--- config.mk ---
export PLATFORM = sky130hd
export DESIGN_NAME = seq_restoring_divider
export DESIGN_NICKNAME = d
export VERILOG_FILES = /design/src/rtl/seq_restoring_divider.sv
export SDC_FILE = /design/constraint.sdc
export NUM_CORES = 1
export LEC_CHECK = 0
export CAP_MARGIN = 30
export CELL_PAD_IN_SITES_DETAIL_PLACEMENT = 1
export CELL_PAD_IN_SITES_GLOBAL_PLACEMENT = 1
export CORE_UTILIZATION = 36
export DETAILED_ROUTE_END_ITERATION = 6
export PLACE_DENSITY_LB_ADDON = 0.1
export REMOVE_ABC_BUFFERS = 1
export SYNTH_ARGS = -nofsm -noshare
export SYNTH_HDL_FRONTEND = slang
export SYNTH_SLANG_ARGS = --single-unit
--- constraint.sdc ---
create_clock -name clk -period 2.3 [get_ports clk]
set_input_delay 0.46 -clock clk [delete_from_list [all_inputs] [get_ports clk]]
set_output_delay 0.46 -clock clk [all_outputs]
set_load 0.03 [all_outputs]
--- src/rtl/seq_restoring_divider.sv ---
// Multi-cycle restoring divider: one trial subtraction per clock, N iterations per result.
// Define DIV_SIGNED_EN for two's-complement operands; the default build is unsigned only.
module seq_restoring_divider #(
    parameter int N = 4
) (
    input  logic         clk,
    input  logic         rst,
    input  logic         start,
    input  logic [N-1:0] dividend,
    input  logic [N-1:0] divisor,
    output logic         ready,
    output logic         busy,
    output logic         done,
    output logic [N-1:0] quotient,
    output logic [N-1:0] remainder,
    output logic         div_by_zero
);

    localparam int CW = $clog2(N);

    typedef enum logic [1:0] {IDLE, CALC, DONE} state_t;

    state_t        r_state;
    logic [CW-1:0] r_count;
    logic [N-1:0]  r_rem;
    logic [N-1:0]  r_q;
    logic [N-1:0]  r_divisor;

    logic [N:0]    w_remShift;
    logic [N:0]    w_trial;
    logic [N-1:0]  w_remNext;
    logic [N-1:0]  w_qNext;
    logic [N-1:0]  w_quotFinal;
    logic [N-1:0]  w_remFinal;
    logic [N-1:0]  w_dividendMag;
    logic [N-1:0]  w_divisorMag;

    // R < divisor always holds, so the shifted remainder fits in N+1 bits and the
    // trial result's top bit is a clean borrow flag.
    assign w_remShift = {r_rem, r_q[N-1]};
    assign w_trial    = w_remShift - {1'b0, r_divisor};
    assign w_remNext  = w_trial[N] ? w_remShift[N-1:0] : w_trial[N-1:0];
    assign w_qNext    = {r_q[N-2:0], ~w_trial[N]};

`ifdef DIV_SIGNED_EN
    logic r_negQ;
    logic r_negR;

    // The most-negative value maps to itself, which reads correctly as an unsigned magnitude.
    assign w_dividendMag = dividend[N-1] ? -dividend : dividend;
    assign w_divisorMag  = divisor[N-1]  ? -divisor  : divisor;
    assign w_quotFinal   = r_negQ ? -w_qNext   : w_qNext;
    assign w_remFinal    = r_negR ? -w_remNext : w_remNext;
`else
    assign w_dividendMag = dividend;
    assign w_divisorMag  = divisor;
    assign w_quotFinal   = w_qNext;
    assign w_remFinal    = w_remNext;
`endif

    always_ff @(posedge clk) begin
        if (rst) begin
            r_state     <= IDLE;
            ready       <= 1'b1;
            busy        <= 1'b0;
            done        <= 1'b0;
            quotient    <= '0;
            remainder   <= '0;
            div_by_zero <= 1'b0;
            r_count     <= '0;
            r_rem       <= '0;
            r_q         <= '0;
            r_divisor   <= '0;
`ifdef DIV_SIGNED_EN
            r_negQ      <= 1'b0;
            r_negR      <= 1'b0;
`endif
        end else begin
            case (r_state)
                IDLE: begin
                    done <= 1'b0;
                    if (start) begin
                        ready     <= 1'b0;
                        busy      <= 1'b1;
                        r_divisor <= w_divisorMag;
                        r_q       <= w_dividendMag;
                        r_rem     <= '0;
                        r_count   <= '0;
`ifdef DIV_SIGNED_EN
                        r_negQ    <= dividend[N-1] ^ divisor[N-1];
                        r_negR    <= dividend[N-1];
`endif
                        if (divisor == '0) begin
                            quotient    <= '1;
                            remainder   <= dividend;
                            div_by_zero <= 1'b1;
                            done        <= 1'b1;
                            r_state     <= DONE;
                        end else begin
                            quotient    <= '0;
                            remainder   <= '0;
                            div_by_zero <= 1'b0;
                            r_state     <= CALC;
                        end
                    end
                end
                CALC: begin
                    r_rem   <= w_remNext;
                    r_q     <= w_qNext;
                    r_count <= r_count + 1'b1;
                    if (r_count == CW'(N - 1)) begin
                        quotient  <= w_quotFinal;
                        remainder <= w_remFinal;
                        done      <= 1'b1;
                        r_state   <= DONE;
                    end
                end
                DONE: begin
                    done    <= 1'b0;
                    busy    <= 1'b0;
                    ready   <= 1'b1;
                    r_state <= IDLE;
                end
                default: begin
                    r_state <= IDLE;
                end
            endcase
        end
    end

endmodule
; After elaboration in Yosys (flattened, before gate mapping)
; Index checks and enable logic that the tools add are counted.
[op_classes]
n_bitwise = 1
eq_ne = 5
add_sub_neg = 2
reduce_logical = 11
muxes = 27
[ops]
columns = cell, count
row1 = 2-to-1 mux 4 bit, 9
row2 = one-hot mux 4 bit (2 select lines), 4
row3 = AND reduction 2 bit, 5
row4 = 2-to-1 mux 2 bit, 4
row5 = one-hot mux 2 bit (2 select lines), 2
row6 = 2-to-1 mux 1 bit, 5
row7 = subtractor 5 x 4 -> 5 bit, 1
row8 = "equality test 2 bit, second input constant", 2
row9 = zero test 4 bit, 1
row10 = "inequality test 2 bit, second input constant", 2
row11 = one-hot mux 1 bit (2 select lines), 2
row12 = nonzero test 2 bit, 2
row13 = one-hot mux 1 bit (3 select lines), 1
row14 = AND reduction 3 bit, 1
row15 = nonzero test 3 bit, 1
row16 = "adder 2 x 1 -> 2 bit, second input constant", 1
row17 = "equality test 2 x 1 -> 1 bit, second input constant", 1
row18 = zero test 2 bit, 1
row19 = NOT 1 bit, 1
[word_totals]
regBits = 28
output_inout_bits = 12
word_cells = 57
inputBits = 11

; Logic depth before layout (Yosys ltp)
[depth]
word_depth = 4
depth_mapped = 8
ltp_nobuf = 8

; Worst setup path after synthesis
; No wires, ideal clock.
[synth_path]
path_kind = flip-flop to flip-flop
from = reg r_q[3]
to = reg remainder[3]
stages_incl_launch_ff = 9
arrival_ns = 1.971
setup_ns = 0.145
path_buffers = 0
period_less_slack_ns = 2.116
t_required_ns = 2.155
path_slack_ns = 0.184
cell_sequence = dfxtp_1 -> inv_1 -> ha_1 -> fa_1 -> nand2b_4 -> a21o_4 -> xnor2_4 -> mux2i_1 -> a311oi_2
[synth_between]
elab_chain_len = 4
[synth_rtl]
columns = element, line_no
row1 = start: declaration, 26  ; logic [N-1:0] r_q;
row2 = start signal: assignment, 86  ; r_q <= w_dividendMag;
row3 = start signal: assignment, 109  ; r_q <= w_qNext;
row4 = subtractor 5 x 4 -> 5 bit, 41  ; assign w_trial = w_remShift - {1'b0, r_divisor};
row5 = 2-to-1 mux 4 bit, 42  ; assign w_remNext = w_trial[N] ? w_remShift[N-1:0] : w_trial[N-1:0];
row6 = 2-to-1 mux 4 bit, 111  ; if (r_count == CW'(N - 1)) begin
row7 = one-hot mux 4 bit (2 select lines), 79  ; case (r_state)
row8 = end signal: assignment, 95  ; remainder <= dividend;
row9 = end signal: assignment, 113  ; remainder <= w_remFinal;
row10 = end: declaration, 15  ; output logic [N-1:0] remainder,
; No other way between the ends. The select of a mux whose other input is x is not followed.
; A chain may end at the register's enable or synchronous reset.

; Worst setup path after layout
; Same ends and word-level chain as after synthesis.

==> results_dict.tcl <==
set metrics [dict create \
    portBuffers 22 \
    rr_startpoint "r_q[3]$_SDFFE_PP0P_" \
    path_cells "inv_1 > ha_1 > fa_2 > nand2b_4 > a21o_4 > xnor2_4 > mux2i_2 > a311oi_2" \
    power_mw 1.59 \
    chipWidth_um 67.6 \
    viasPerCell 5.30 \
    power.density_nw_per_um2 816 \
    worstPathMaxFanout 6 \
    dp_cells 261 \
    setup_viol 0 \
    crit_arrival_ps 2340 \
    skew_ps 9.60 \
    gp_congestion 0.868 \
    nNetsFinal 238 \
    wire_per_inst_um 15.3 \
    fin_hold_ws_ps 464 \
    start_util_pct 38.2 \
    antenna_found_initial 0 \
    met1_usage_pct 28.7 \
    yosysTopAreaCellShare_pct 36.2 \
    cp_slowest_cell "fa_2" \
    cap_violations 0 \
    ios 23 \
    synthCells 186 \
    grt_use_total_pct 20.3 \
    htreeDepth 1 \
    synth_area_leader_cell "dfxtp_1" \
    critPathLaunch "r_q[3]$_SDFFE_PP0P_" \
    drtIter0Drc 79 \
    wl_um 4070 \
    finalMaxSlewViolations 0 \
    top_usage_layer "met2" \
    startpoint_type "flip-flop" \
    pre_cts_slack_ps 87.0 \
    synth_area_um2 1550 \
    antenna_cells 0 \
    worstRegToRegCells 8 \
    drive_gt1_share_pct 12.5 \
    grt_pass1_wl_um 6830 \
    cp_top_family "adder cells" \
    finalHoldViolCount 0 \
    worst_pin_slew_ps 346 \
    clkTransAtPathRegs_ps 100 \
    p_leak_nw 0.763 \
    fp.coreArea_um2 4060 \
    timing.final.crit_period_ps 2170 \
    fin_cells 266 \
    hold_path.class "reg -> reg" \
    tns_ps 0 \
    ir_drop_v 0.000356 \
    outcome "finished, final reports clean" \
    clock-root-buffer "clkbuf_8" \
    cts_hold_buf 0 \
    grtUsageMet3_pct 2.53 \
    rows 23 \
    holdCritStartpoint "r_divisor[2]$_SDFFE_PP0P_" \
    path_buf_inv 1 \
    via_count 1410 \
    critPathKind "reg -> reg" \
    areaGrowthSynthToFinish_pct 25.6 \
    slowest_delay_ps 350 \
    dp_hpwl_um 3150 \
    clock_path_buffers 2 \
    worstHoldEndpoint "r_divisor[2]$_SDFFE_PP0P_" \
    final_cell_mix "nor2_1, dfxtp_1, clkdlybuf4s50_1" \
    end_kind "flip-flop" \
    yosys_warnings 0 \
    cts_sinks 28 \
    hold_depth 2 \
    synth_area_per_cell_um2 8.33 \
    ys_seq_area_share_pct 36.2 \
    drc 0 \
    fp.dieH_um 67.6 \
    synth_top_cells_by_area "dfxtp_1, ha_1, nor2_1" \
    synth_flop_cell "dfxtp_1" \
    numCtsBuffers 3 \
    cts_tree "done" \
    netlist-cell-type-count 45 \
    die_area_um2 4570 \
    drt_pass1_iterations 4 \
    reg2reg_slack_ps 130 \
    r2r-end "remainder[3]$_SDFFE_PP0P_" \
    ant_nets 0 \
    synth_edf_count 0 \
    setup_slack_ps 127 \
    grtUsageMet2_pct 32.1 \
    grt_max_degree 19 \
    cp.required_ps 2460 \
    fmax_mhz 460 \
    relSlewSlack_pct 76.8 \
    finalCritPeriodShare_pct 94.5 \
    synthArstFlopShare_pct 0 \
    ys_ff_latch 28 \
    clock_latency_ps 280 \
    grt-ovfl-total 0 \
    grt_pass1_vias 1393 \
]
==> worst max-delay path by stage <==
stage	endpoint	slack, ps	depth (start not counted)
after floorplan	remainder[3]$_SDFFE_PP0P_	170	8
after global placement	remainder[3]$_SDFFE_PP0P_	140	8
after detailed placement	remainder[3]$_SDFFE_PP0P_	90	8
after CTS	remainder[3]$_SDFFE_PP0P_	70	8
after global routing	remainder[3]$_SDFFE_PP0P_	-9	8
final	remainder[3]$_SDFFE_PP0P_	130	8
==> repair_timing <==
action	4_1_cts	5_1_grt
endpoints found under the setup margin	0	3
setup buffers	0	1
resized for setup	0	2
==> per-layer routing <==
metal  share of wire, %  vias up
li1                   -      722
met1                 52      658
met2                 44       26
met3                2.7        4
met4               0.93        0
met5                  0        -
==> sequential cells by signal, summed over array words and instances (netlist names) <==
| signal | cells |
|---|---|
| r_state | 2 |
| done | 1 |
| r_rem | 4 |
| r_q | 4 |
| ready | 1 |
| remainder | 4 |
| quotient | 4 |
| r_divisor | 4 |
| div_by_zero | 1 |
| busy | 1 |
| r_count | 2 |
==> worst register-to-register path: cells and delay by family (launching register included) <==
kind | cells | cell delay [ps]
flops | 1 | 340
mux | 1 | 290
xor+xnor | 1 | 280
buf+inv | 1 | 60
fa+ha+maj | 2 | 570
simple gates | 1 | 170
compound gates | 2 | 360
==> Yosys cell counts (3+ instances only) <==
master,count
dfxtp_1,28
nor2_1,28
a21oi_1,17
nand2_1,16
ha_1,9
inv_1,9
nor3_1,8
mux2i_1,5
nand3_1,5
nor2b_1,5
o21ai_0,5
a211oi_1,4
a311oi_1,4
buf_2,3
clkbuf_1,3
o211ai_1,3
==> report_power, final <==
| group | internal (mW) | switching (mW) | leakage, nW | total [mW] |
|---|---|---|---|---|
| sequential | 0.551 | 0.0404 | 0.230 | 0.591 |
| clock | 0.154 | 0.160 | 0.0288 | 0.313 |
| combinational | 0.288 | 0.394 | 0.505 | 0.682 |
| total | 0.993 | 0.594 | 0.763 | 1.59 |
==> metrics by stage <==
step | utilization, % | instance area, um^2
2_1_floorplan | - | 1510
3_3_place_gp | 46.3 | 1880
3_5_place_dp | 46.3 | 1880
4_1_cts | 47.6 | 1930
5_1_grt | 47.9 | 1950
6_report | 47.9 | 1950
==> kinds of logic after synthesis <==
family,after synthesis,share of synthesized area [%]
XOR/XNOR,2,2.34
flip-flops,28,36.2
adder cells (fa/ha/maj),10,8.56
AO/OA/AOI/OAI,51,22.7
multiplexers,5,3.23
buffers and inverters,18,4.85
AND/OR/NAND/NOR,72,22.1
==> final cells by class <==
| class | instances | area [um^2] |
|---|---|---|
| fillers | 496 | 2110 |
| multi-input cells | 140 | 920 |
| flip-flops and latches | 28 | 561 |
| repair buffers | 34 | 310 |
| well taps | 50 | 62.6 |
| clock buffers | 4 | 55.1 |
| inverters | 10 | 37.5 |
No activity file was read; power rests on OpenSTA's default activity.
